--- config.mk ---
export PLATFORM = sky130hd
export DESIGN_NAME = fifo_pop_ctrl
export DESIGN_NICKNAME = d
export VERILOG_FILES = /design/src/rtl/fifo_pop_ctrl.sv
export SDC_FILE = /design/constraint.sdc
export NUM_CORES = 1
export LEC_CHECK = 0
export BUFFER_PORTS_ARGS = -buffer_cell sky130_fd_sc_hd__clkbuf_2
export CORE_UTILIZATION = 40
export DETAILED_ROUTE_END_ITERATION = 6
export PLACE_DENSITY = 0.83
export SLEW_MARGIN = 20
export SYNTH_ARGS = -nofsm -noshare
export SYNTH_HDL_FRONTEND = slang
export SYNTH_SLANG_ARGS = --single-unit
--- constraint.sdc ---
create_clock -name clk -period 1.4 [get_ports clk]
set_input_delay 0.28 -clock clk [delete_from_list [all_inputs] [get_ports clk]]
set_output_delay 0.28 -clock clk [all_outputs]
set_load 0.01 [all_outputs]
--- src/rtl/fifo_pop_ctrl.sv ---
// FIFO pop controller: pops words while enabled, honours downstream pause and
// delivers each word on a registered data_out/valid_out pair. Optional macro POP_COUNT_EN adds a delivered-word counter.
module fifo_pop_ctrl #(
  parameter int DATA_SIZE = 10,
  parameter int MAIN_SIZE = 8
) (
  input  logic                 clk,
  input  logic                 reset,
  input  logic                 en,
  input  logic                 fifo_empty,
  input  logic                 fifo_error,
  input  logic [DATA_SIZE-1:0] data_out_pop,
  input  logic                 dest_pause,
  input  logic                 err_clr,
  output logic                 read,
  output logic [DATA_SIZE-1:0] data_out,
  output logic                 valid_out,
  output logic                 ctrl_error,
  output logic                 idle,
  output logic [7:0]           pop_count
);

  // state   | meaning
  // S_IDLE  | not popping, waiting for en with a non-empty FIFO
  // S_POP   | popping whenever the FIFO has data and downstream is not paused
  // S_ERROR | FIFO reported an error; waits for err_clr
  typedef enum logic [1:0] {
    S_IDLE  = 2'd0,
    S_POP   = 2'd1,
    S_ERROR = 2'd2
  } state_t;

  state_t state;
  logic   in_flight;
  logic   load;

  if (MAIN_SIZE < 1) begin : g_bad_depth
    $error("fifo_pop_ctrl: MAIN_SIZE must be at least 1");
  end

  assign read = (state == S_POP) & ~fifo_empty & ~dest_pause & ~fifo_error & en;

  // A word popped last cycle is only delivered if no error arrives meanwhile.
  assign load = in_flight & ~fifo_error;

  always_ff @(posedge clk or posedge reset) begin
    if (reset) begin
      state     <= S_IDLE;
      in_flight <= 1'b0;
      valid_out <= 1'b0;
      data_out  <= '0;
    end else begin
      in_flight <= read;
      valid_out <= load;
      if (load)
        data_out <= data_out_pop;

      if (fifo_error) begin
        state <= S_ERROR;
      end else begin
        case (state)
          S_IDLE:  if (en && !fifo_empty) state <= S_POP;
          S_POP:   if (!en || fifo_empty) state <= S_IDLE;
          S_ERROR: if (err_clr)           state <= S_IDLE;
          default:                        state <= S_IDLE;
        endcase
      end
    end
  end

  assign ctrl_error = (state == S_ERROR);
  assign idle       = (state == S_IDLE) & ~in_flight & ~valid_out;

`ifdef POP_COUNT_EN
  logic [7:0] count_q;

  // Counts at the edge that raises valid_out; load is never set in S_ERROR.
  always_ff @(posedge clk or posedge reset) begin
    if (reset)
      count_q <= 8'd0;
    else if (load)
      count_q <= count_q + 8'd1;
  end

  assign pop_count = count_q;
`else
  assign pop_count = 8'd0;
`endif

endmodule

==> summary by stage <==
Worst setup path
The startpoint type of the worst setup path is a flip-flop. The slack of the worst reg-to-reg path is about 0.19 ns. STA puts the critical path data required time at 1.12 ns.

The capture point of the worst reg-to-reg path is data_out[5]. The maximum fanout encountered on the critical timing path is 2. The launch point of the worst reg-to-reg path is in_flight. The number of buffers and inverters on the critical path is 1. The worst-path cell with the longest stage delay is sky130_fd_sc_hd__dfrtp_1. Walking the worst path, the cells encountered are nor4b_2 -> and3b_1 -> buf_2.

Data on the critical path arrives at its endpoint at between 1 and 1.5 ns. The critical path's top delay family is simple AND/OR/NAND/NOR gates. The largest incremental delay on the critical path is 0.39 ns. The worst setup path is captured at an output port. The worst register-to-register path has a depth of 3. By startpoint and endpoint, the worst setup path is classified as flip-flop to output port.

Min path
The kind of path behind the tightest hold check is input pin to asynchronous set/reset pin.

Routing
The pre-antenna-repair detailed-routing pass consisted of 2 iterations. The number of nets with antenna violations after detailed routing is 0. The number of violations reported at the end of detailed-routing iteration 0 is 2. The detailed-route wire length per cell is between 10 and 15 um. After detailed routing, the number of vias per cell comes to approximately 4.3. The detailed-route wire length is just over 1000 um. The routed via count is between 300 and 400. In the routed design, unresolved DRC markers number 0.

Clocking
In this run the clock root is driven by a sky130_fd_sc_hd__clkbuf_4. The later pin in the worst-skew pair is clocked with a latency of 0.27 ns. In this run the number of H-tree levels came out at 1. The deepest clock path buffer count is 2.

The CTS sink count is 14. Clock-pin slew was measured on the worst setup and hold paths at ~0.08 ns. The number of clock buffers added by TritonCTS is 3. TritonCTS built the clock tree.

Final layout
The share of post-route cells with drive strength above 1 is between 60% and 70%. The antenna cell count is 0. The leading cell type in the layout, fill and taps excluded is sky130_fd_sc_hd__clkbuf_2.

The net total in the final layout is between 90 and 100. The top cell types in the final layout, fill and taps aside, are 28 x sky130_fd_sc_hd__clkbuf_2, 14 x sky130_fd_sc_hd__dfrtp_1, 9 x sky130_fd_sc_hd__mux2_4. The signed area change from the synthesized netlist to the final layout is 31.7%. For this run, the number of standard cells in the final layout without fillers is 92.

Synth
After synthesis the cells add up to approximately 630 sq um. The number of distinct library cells after synthesis is 13. The mean instance size in the synthesized netlist is 15.0 sq um. After synthesis the netlist holds a flip-flop and latch count of 14.

The gate count of the mapped netlist is 42. The count of yosys warnings during synthesis is 0. Of the synthesized area, sequential elements account for between 50% and 60%.

Floorplan
The floorplan step defined a die boundary enclosing approximately 0.0017 sq mm. The vertical die dimension is 41.7 um. The starting density of the core is 45.7%. 39 I/O pins were placed.

The floorplan step defined a core boundary enclosing roughly 0.0014 sq mm. The number of standard-cell rows in the floorplan is 13. The width of the chip is about 42 um.

Global route
The met3 usage in global routing is under 10%. The via count of the first global-routing pass was between 400 and 500. The first global-routing pass estimated 1680 um of wire. The met2 global-route usage is between 20% and 30%. The layer carrying the most global-route usage is met2.

The largest net degree at the start of global routing is 15. The total overflow left after global routing is 0. The global routing usage on met1 is between 10% and 20%. Global routing used 12.4% of the available tracks. The initial antenna violation count came to 0.

STA
The smallest hold slack is -0.00724 ns. Static timing analysis puts the maximum clock frequency at 644 MHz. Once routing completed, OpenROAD measured the worst setup slack at -0.154 ns. Setup repair after global routing could not meet its margin everywhere. The clock period minus worst slack is approximately 1.6 ns. The count of final max-slew check failures came to 0. The final count of negative-setup-slack endpoints is 2. Summed over all failing endpoints, the final setup total negative slack is -0.156 ns.

The number of hold violations in the final report was 6. The setup clock skew after layout is about 0.0086 ns. The part of the cycle the worst path needs is 111%.

Power
The maximum VDD drop is 0.686 mV. The total power divided by cell area is 920 mW/mm^2. For this design the static power due to leakage is just under 0.5 nW.

Status
The final reports fail on hold timing, setup timing. The flow ran to the end, but the final reports show violations.

Placed design
Routability-driven placement finished with a final weighted congestion of between 0.6 and 0.7. The worst setup slack after placement is just under 0.07 ns. Counting tap cells, the placed design contains a total of 87 instances. During placement, the flow inserted port buffers numbering 30.

Job
The number of maximum-capacitance constraint violations is 0.
[cells in the mapped netlist]
cell / count / area, sq um
sky130_fd_sc_hd__nor4b_2: 1 / 15.0
sky130_fd_sc_hd__and3b_1: 1 / 8.76
sky130_fd_sc_hd__a21o_1: 1 / 7.51
sky130_fd_sc_hd__conb_1: 1 / 3.75
sky130_fd_sc_hd__mux2_4: 9 / 135
sky130_fd_sc_hd__nor2b_1: 1 / 6.26
sky130_fd_sc_hd__dfrtp_1: 14 / 350
sky130_fd_sc_hd__mux2_2: 1 / 11.3
sky130_fd_sc_hd__buf_4: 8 / 60.1
sky130_fd_sc_hd__nor2b_2: 1 / 8.76
sky130_fd_sc_hd__buf_6: 1 / 11.3
sky130_fd_sc_hd__nor4_1: 1 / 6.26
sky130_fd_sc_hd__inv_1: 2 / 7.51
[what timing repair did]
item / CTS / global route
setup buffers: 1 / 0
hold buffers: 0 / 0
endpoints found under the setup margin: 2 / 3
pin swaps: 3 / 0
gates resized for setup: 1 / 4
[per-stage QoR]
stage	power (mW)	utilization, %	cell area (sq um)	hold WS [ns]
final	0.766	60.2	832	-0.00724
after global routing	0.809	60.2	832	0.0267
after CTS	0.773	59.4	821	0.00657
after detailed placement	0.495	55.7	771	0.314
after global placement	0.492	55.7	771	0.308
after floorplan	0.475	-	658	0.169
[worst max-delay path by stage]
stage	from	to	depth (start not counted)
floorplan	state[1]	read	2
global placement	state[1]	read	3
detailed placement	state[1]	read	3
CTS	state[1]	read	3
global route	state[1]	read	3
finish	state[1]	read	3
[sequential cells by signal, indices dropped and copies added (netlist names)]
register	flops
state	2
data_out	10
in_flight	1
valid_out	1
[layout make-up]
class | count | area, sq um
Clock buffer | 4 | 36.3
Fill cell | 114 | 551
Inverter | 2 | 7.51
Multi-Input combinational cell | 24 | 246
Sequential cell | 14 | 350
Tap cell | 15 | 18.8
Timing Repair Buffer | 33 | 173
[metal layers]
layer | up-vias | routed length (um)
met3 | 0 | 97
met2 | 25 | 546
li1 | 193 | -
met5 | - | 0
met1 | 181 | 394
met4 | 0 | 0
[worst reg2reg max path: stages, from the launching register on]
cell and delay [ns]:
sky130_fd_sc_hd__dfrtp_1 0.39, sky130_fd_sc_hd__nor2b_2 0.17, sky130_fd_sc_hd__buf_4 0.19, sky130_fd_sc_hd__mux2_2 0.35
[logic make-up after synthesis]
logic type	synth area share (%)
AOI/OAI and AO/OA	1.19
DFF	55.4
and+or+nand+nor	7.13
other	0.593
buffers and inverters	12.5
muxes	23.2
[report_power, final]
group	leakage [nW]	internal [mW]	total [mW]	switching, mW
combinational	0.273	0.0371	0.0755	0.0384
sequential	0.192	0.411	0.416	0.00497
clock	0.0210	0.158	0.274	0.116
Note: power is estimated with default switching activity, not from simulation.
